`src/rtl/sm4_request_arbiter.sv`:
```
// Round-robin front end that shares one SM4 encryptor between num_req_p requesters,
// supplies the per-operation LFSR mask and sequences key-cache flushes while idle.
module sm4_request_arbiter #(
    parameter int unsigned num_req_p    = 4,
    parameter int unsigned group_size_p = 128,
    parameter int unsigned word_width_p = 32,
    parameter logic [31:0] lfsr_seed_p  = 32'h1
) (
    input  logic                              clk_i,
    input  logic                              reset_n_i,
    input  logic [num_req_p-1:0]              req_v_i,
    output logic [num_req_p-1:0]              req_ready_o,
    input  logic [num_req_p*group_size_p-1:0] req_content_i,
    input  logic [num_req_p*group_size_p-1:0] req_key_i,
    input  logic [num_req_p-1:0]              req_decode_i,
    input  logic [num_req_p-1:0]              req_protect_i,
    output logic [num_req_p-1:0]              resp_v_o,
    output logic [group_size_p-1:0]           resp_crypt_o,
    input  logic [num_req_p-1:0]              resp_yumi_i,
    input  logic                              flush_i,
    output logic                              busy_o,
    output logic [group_size_p-1:0]           enc_content_o,
    output logic [group_size_p-1:0]           enc_key_o,
    output logic [word_width_p-1:0]           enc_random_o,
    output logic                              enc_decode_o,
    output logic                              enc_protect_o,
    output logic                              enc_v_o,
    input  logic                              enc_ready_i,
    input  logic [group_size_p-1:0]           enc_crypt_i,
    input  logic                              enc_v_i,
    output logic                              enc_yumi_o,
    output logic                              enc_invalid_cache_o
);

    localparam int unsigned PtrW     = (num_req_p > 1) ? $clog2(num_req_p) : 1;
    localparam logic [31:0] LfsrTaps = 32'h80200003;

    typedef enum logic [2:0] {eIdle, eIssue, eWait, eReturn, eFlush} state_e;

    state_e                  r_state, w_state_next;
    logic [PtrW-1:0]         r_rr_ptr, r_owner, w_winner, w_scan_idx, w_owner_inc;
    logic                    r_flush_pending;
    logic [31:0]             r_lfsr;
    logic [group_size_p-1:0] r_content, r_key, r_crypt;
    logic                    r_decode, r_protect;
    logic                    w_found, w_grant, w_flush_go, w_lfsr_step, w_capture, w_release;
    int unsigned             w_scan;
    logic [group_size_p-1:0] w_content_a [num_req_p];
    logic [group_size_p-1:0] w_key_a     [num_req_p];

    for (genvar g = 0; g < num_req_p; g++) begin : g_unpack
        assign w_content_a[g] = req_content_i[g*group_size_p +: group_size_p];
        assign w_key_a[g]     = req_key_i[g*group_size_p +: group_size_p];
    end

    // First requesting index at or after rr_ptr, wrapping around.
    always_comb begin
        w_found    = 1'b0;
        w_winner   = '0;
        w_scan     = 0;
        w_scan_idx = '0;
        for (int unsigned i = 0; i < num_req_p; i++) begin
            w_scan     = (32'(r_rr_ptr) + i) % num_req_p;
            w_scan_idx = PtrW'(w_scan);
            if (!w_found && req_v_i[w_scan_idx]) begin
                w_found  = 1'b1;
                w_winner = w_scan_idx;
            end
        end
    end

    assign w_owner_inc = (r_owner == PtrW'(num_req_p - 1)) ? '0 : r_owner + 1'b1;

    always_comb begin
        w_state_next        = r_state;
        req_ready_o         = '0;
        resp_v_o            = '0;
        enc_v_o             = 1'b0;
        enc_yumi_o          = 1'b0;
        enc_invalid_cache_o = 1'b0;
        enc_random_o        = '0;
        w_grant             = 1'b0;
        w_flush_go          = 1'b0;
        w_lfsr_step         = 1'b0;
        w_capture           = 1'b0;
        w_release           = 1'b0;
        unique case (r_state)
            eIdle: begin
                if (enc_ready_i) begin
                    if (r_flush_pending) begin
                        w_flush_go   = 1'b1;
                        w_state_next = eFlush;
                    end else if (w_found) begin
                        w_grant               = 1'b1;
                        req_ready_o[w_winner] = 1'b1;
                        w_state_next          = eIssue;
                    end
                end
            end
            eIssue: begin
                enc_v_o      = 1'b1;
                enc_random_o = word_width_p'(r_lfsr);
                if (enc_ready_i) begin
                    w_lfsr_step  = 1'b1;
                    w_state_next = eWait;
                end
            end
            eWait: begin
                enc_yumi_o = enc_v_i;
                if (enc_v_i) begin
                    w_capture    = 1'b1;
                    w_state_next = eReturn;
                end
            end
            eReturn: begin
                resp_v_o[r_owner] = 1'b1;
                if (resp_yumi_i[r_owner]) begin
                    w_release    = 1'b1;
                    w_state_next = eIdle;
                end
            end
            eFlush: begin
                enc_invalid_cache_o = 1'b1;
                w_state_next        = eIdle;
            end
            default: w_state_next = eIdle;
        endcase
    end

    always_ff @(posedge clk_i) begin
        if (!reset_n_i) r_state <= eIdle;
        else            r_state <= w_state_next;
    end

    always_ff @(posedge clk_i) begin
        if (!reset_n_i) begin
            r_rr_ptr        <= '0;
            r_owner         <= '0;
            r_flush_pending <= 1'b0;
            r_lfsr          <= lfsr_seed_p;
            r_content       <= '0;
            r_key           <= '0;
            r_decode        <= 1'b0;
            r_protect       <= 1'b0;
            r_crypt         <= '0;
        end else begin
            // A flush arriving on the entry edge merges into the one being serviced.
            if (w_flush_go)   r_flush_pending <= 1'b0;
            else if (flush_i) r_flush_pending <= 1'b1;
            if (w_grant) begin
                r_owner   <= w_winner;
                r_content <= w_content_a[w_winner];
                r_key     <= w_key_a[w_winner];
                r_decode  <= req_decode_i[w_winner];
                r_protect <= req_protect_i[w_winner];
            end
            if (w_lfsr_step) r_lfsr  <= {1'b0, r_lfsr[31:1]} ^ (r_lfsr[0] ? LfsrTaps : '0);
            if (w_capture)   r_crypt <= enc_crypt_i;
            if (w_release)   r_rr_ptr <= w_owner_inc;
        end
    end

    assign busy_o        = (r_state != eIdle);
    assign resp_crypt_o  = r_crypt;
    assign enc_content_o = r_content;
    assign enc_key_o     = r_key;
    assign enc_decode_o  = r_decode;
    assign enc_protect_o = r_protect;

endmodule

```
`config.mk`:
```
export PLATFORM = sky130hd
export DESIGN_NAME = sm4_request_arbiter
export DESIGN_NICKNAME = d
export VERILOG_FILES = /design/src/rtl/sm4_request_arbiter.sv
export SDC_FILE = /design/constraint.sdc
export NUM_CORES = 1
export LEC_CHECK = 0
export ABC_CLOCK_PERIOD_IN_PS = 2600
export BUFFER_PORTS_ARGS = -buffer_cell sky130_fd_sc_hd__buf_2
export CAP_MARGIN = 20
export CORE_AREA = 5 5 626 628
export CTS_CLUSTER_DIAMETER = 80
export DETAILED_ROUTE_END_ITERATION = 7
export DIE_AREA = 0 0 631 633
export PLACE_DENSITY = 0.3
export RECOVER_POWER = 50
export REMOVE_ABC_BUFFERS = 1
export SLEW_MARGIN = 20
export SYNTH_ARGS = -nofsm -noshare
export SYNTH_HDL_FRONTEND = slang
export SYNTH_SLANG_ARGS = --single-unit
```
`constraint.sdc`:
```
create_clock -name clk_i -period 2.6 [get_ports clk_i]
set_clock_uncertainty 0.2 [all_clocks]
set_input_delay 0.13 -clock clk_i [delete_from_list [all_inputs] [get_ports clk_i]]
set_output_delay 0.13 -clock clk_i [all_outputs]
set_load 0.005 [all_outputs]
```
==> results of run 1 <==
## through the flow
| step | utilization [%] | cells | cell area, um^2 |
|---|---|---|---|
| after detailed placement | 9.37 | 8903 | 36000 |
| after global placement | 9.37 | 8903 | 36000 |
| after floorplan | - | 2044 | 19700 |
## kinds of logic after synthesis
logic type / count (synthesis) / share of synthesized area [%]
muxes: 520 / 25.4
adders and majority gates: 4 / 0.244
xor gates and xnor gates: 2 / 0.0853
and+or+nand+nor: 648 / 13.0
buffers and inverters: 207 / 4.27
AOI/OAI and AO/OA: 437 / 15.5
DFF: 426 / 41.5
==> impl_metrics.env, run 1 <==
export IMPL_ys_seq_elements=426
export IMPL_cts_sinks=426
export IMPL_port_buffers=1602
export IMPL_start_util_pct=5.34
export IMPL_rows=228
export IMPL_syn_area_per_cell_um2=9.16
export IMPL_cts_buffers=78
export IMPL_synth_enable_flop_cells=0
export IMPL_cts_setup_buffers=8
export IMPL_die_x_um=631
export IMPL_ys_seq_area_share_pct=41.5
export IMPL_cts_max_path_buffers=4
export IMPL_synthTopCellsByArea="dfxtp_1 42%, mux2i_1 25%, o221ai_1 11%, nand2_1 10%, a21oi_1 3.2%"
export IMPL_cts_hold_buffers=1812
export IMPL_stop_stage="clock tree synthesis (4_1_cts)"
export IMPL_yosys_area_top_type="dfxtp_1"
export IMPL_tool_error="[ERROR RSZ-0060] Max buffer count reached."
export IMPL_die_h_um=633
export IMPL_status="stopped before the end"
export IMPL_synth_common_cells="548 x nand2_1, 518 x mux2i_1, 426 x dfxtp_1, 259 x o221ai_1, 133 x a21oi_1"
export IMPL_pre_cts_slack_ns=-0.0872
export IMPL_synthArstFlopShare_pct=0
export IMPL_pin_count=1603
export IMPL_gp_routability_congestion=0.972
export IMPL_synth_warnings=0
export IMPL_ctsResizeCount=55
export IMPL_cts_root_buffer="clkbuf_16"
export IMPL_dp_hpwl_um=219000
export IMPL_synth_top_area_share_pct=41.5
export IMPL_ys_types=39
export IMPL_synth_most_common_cell="nand2_1"
export IMPL_synth_area_um2=20500
export IMPL_h_tree_depth=3
export IMPL_syn_inst=2244
export IMPL_ys_flop_type="dfxtp_1"
==> inputs of run 2 (changes only) <==
- CTS_CLUSTER_DIAMETER: 80 -> default
- PLACE_DENSITY: 0.3 -> default
- PLACE_DENSITY_LB_ADDON: default -> 0.15
==> impl_metrics.env, run 2 <==
export IMPL_ys_flop_type="dfxtp_1"
export IMPL_synth_common_cells="548 x nand2_1, 518 x mux2i_1, 426 x dfxtp_1, 259 x o221ai_1, 133 x a21oi_1"
export IMPL_cts_tree="done"
export IMPL_ys_seq_area_share_pct=41.5
export IMPL_cp_start_kind="flop"
export IMPL_die_x_um=631
export IMPL_synth_warnings=0
export IMPL_drt_drc_violations_left=0
export IMPL_cap_viol_max_count=0
export IMPL_overflow=0
export IMPL_relSlewSlack_pct=48.9
export IMPL_power_mw=25.3
export IMPL_cp_slowest_cell="or3_4"
export IMPL_holdWs_ns=0.0647
export IMPL_end_kind="output pin"
export IMPL_powerDensity_nw_per_um2=438
export IMPL_worst_setup_path_type="flop to output pin"
export IMPL_cts_sinks=426
export IMPL_synthTopCellsByArea="dfxtp_1 42%, mux2i_1 25%, o221ai_1 11%, nand2_1 10%, a21oi_1 3.2%"
export IMPL_vdd_ir_drop_max_uv=318
export IMPL_critPathTopFamily="simple AND/OR/NAND/NOR gates"
export IMPL_place_area_um2=36300
export IMPL_dieArea_um2=399000
export IMPL_firstDrtPassIters=5
export IMPL_synth_area_um2=20500
export IMPL_clock_latency_ns=0.74
export IMPL_core_um2=385000
export IMPL_port_buffers=1602
export IMPL_final_setup_viol_count=14
export IMPL_crit_fanout=3
export IMPL_rows=228
export IMPL_pin_count=1603
export IMPL_dp_hpwl_um=191000
export IMPL_synth_enable_flop_cells=0
export IMPL_grt_total_usage_pct=11.1
export IMPL_synth_top_area_share_pct=41.5
export IMPL_grt_pass1_vias=35600
export IMPL_cts_root_buffer="clkbuf_16"
export IMPL_drive_gt1_share_pct=31.8
export IMPL_synth_most_common_cell="nand2_1"
export IMPL_area_growth_pct=181
export IMPL_path_buf_inv=2
export IMPL_gp_routability_congestion=0.913
export IMPL_first_iter_violations=1180
export IMPL_p_leak_nw=24.6
export IMPL_final_area_um2=57700
export IMPL_die_h_um=633
export IMPL_post_route_util_pct=15.0
export IMPL_min_path_type="primary input to flop"
export IMPL_vias_per_cell=3.00
export IMPL_antenna_found_initial=91
export IMPL_worstPathRequired_ns=2.27
export IMPL_layout_commonest_cell="dlygate4sd3_1"
export IMPL_hold_viol_final=0
export IMPL_ys_seq_elements=426
export IMPL_h_tree_depth=3
export IMPL_ys_types=39
export IMPL_violations="setup timing"
export IMPL_syn_inst=2244
export IMPL_vias=32600
export IMPL_synthArstFlopShare_pct=0
export IMPL_worstPathCellList="or3_4 > nor4b_4 > buf_12 > or3b_4 > nor2_2 > buf_2"
export IMPL_crit_arrival_ns=2.50
export IMPL_grt_pass1_wl_um=308000
export IMPL_status="complete, but fails checks"
export IMPL_wl_per_cell_um=21.8
export IMPL_grt_setup_unrepaired="true"
export IMPL_routed_wirelength_um=237000
export IMPL_cts_max_path_buffers=4
export IMPL_syn_area_per_cell_um2=9.16
export IMPL_ant_nets=0
export IMPL_grt_max_degree=72
export IMPL_critPathMaxStageDelay_ns=0.42
export IMPL_start_util_pct=5.34
export IMPL_yosys_area_top_type="dfxtp_1"
export IMPL_min_period_ns=2.83
export IMPL_finalWorstSetupSlack_ns=-0.226
export IMPL_layout_common_cells="1733 x dlygate4sd3_1, 1289 x buf_2, 548 x nand2_1"
export IMPL_drv_slew=0
export IMPL_cts_buffers=73
export IMPL_setup_tns_ns=-0.762
export IMPL_clk_pin_slew_ns=0.06
export IMPL_fmax_mhz=354
export IMPL_fin_crit_sh_pct=109
export IMPL_fin_nets=6903
export IMPL_worst_pin_slew_ns=0.746
[run 2: cell counts after synthesis]
Identical to the previous run, type by type.
[run 2: cell type report]
cell class / instances / area (um^2)
antenna: 37 / 92.6
timing repair buffer: 3607 / 28200
tap: 5060 / 6330
clock inverter: 14 / 133
inverter: 7 / 36.3
clock buffer: 105 / 2110
fill: 43700 / 327000
multi-input combinational: 1611 / 12200
sequential: 426 / 8530
[run 2: logic make-up after synthesis]
group           count (synthesis)  synth area share [%]
simple gates                  648                  13.0
fa+ha+maj                       4                 0.244
xor+xnor                        2                0.0853
flops                         426                  41.5
compound gates                437                  15.5
mux                           520                  25.4
buf+inv                       207                  4.27
[run 2: path summary, 6_finish.rpt]
kind	end	cells after the start	startpoint	slack, ns
worst max-delay path	req_ready_o[3]	6	r_state[2]	-0.23
worst min register to register	resp_crypt_o[109]	2	resp_crypt_o[109]	0.25
worst max register to register	enc_key_o[62]	9	r_state[2]	-0.02
worst min-delay path	enc_key_o[76]	4	req_key_i[460]	0.06
[run 2: metrics by stage]
| stage | setup WS [ns] | instances |
|---|---|---|
| 2_1_floorplan | -37.57 | 2044 |
| 3_3_place_gp | -0.384 | 8940 |
| 3_5_place_dp | -0.379 | 8940 |
| 4_1_cts | -0.418 | 10800 |
| 5_1_grt | -0.375 | 10900 |
| 6_report | -0.226 | 10900 |
[run 2: tightest hold or removal path: cells and delay by family]
| family | cells | cell delay, ns |
|---|---|---|
| mux | 1 | 0.08 |
| buf+inv | 2 | 0.61 |
| compound gates | 1 | 0.15 |
[run 2: power breakdown]
group / total (mW) / internal, mW / switching (mW)
Clock: 9.72 / 5.78 / 3.94
Sequential: 7.46 / 7.10 / 0.364
Combinational: 8.08 / 4.13 / 3.95
[run 2: timing repair]
action | in CTS | in global routing
endpoints found under the setup margin | 63 | 258
pin swaps | 6 | 3
gates resized for setup | 161 | 102
hold buffers | 1733 | 0
buffers inserted | 15 | 0
cloned | 16 | 7
hold endpoints to repair | 426 | 0
[run 2: metal layers]
metal | GRT usage (%) | vias to the layer above | routed length [um]
met5 | 0 | - | 219
met4 | 3.00 | 36 | 7540
met3 | 2.89 | 355 | 14900
met2 | 21.2 | 1180 | 125000
met1 | 12.0 | 15800 | 89000
li1 | - | 15200 | -
Note: power is estimated with default switching activity, not from simulation.
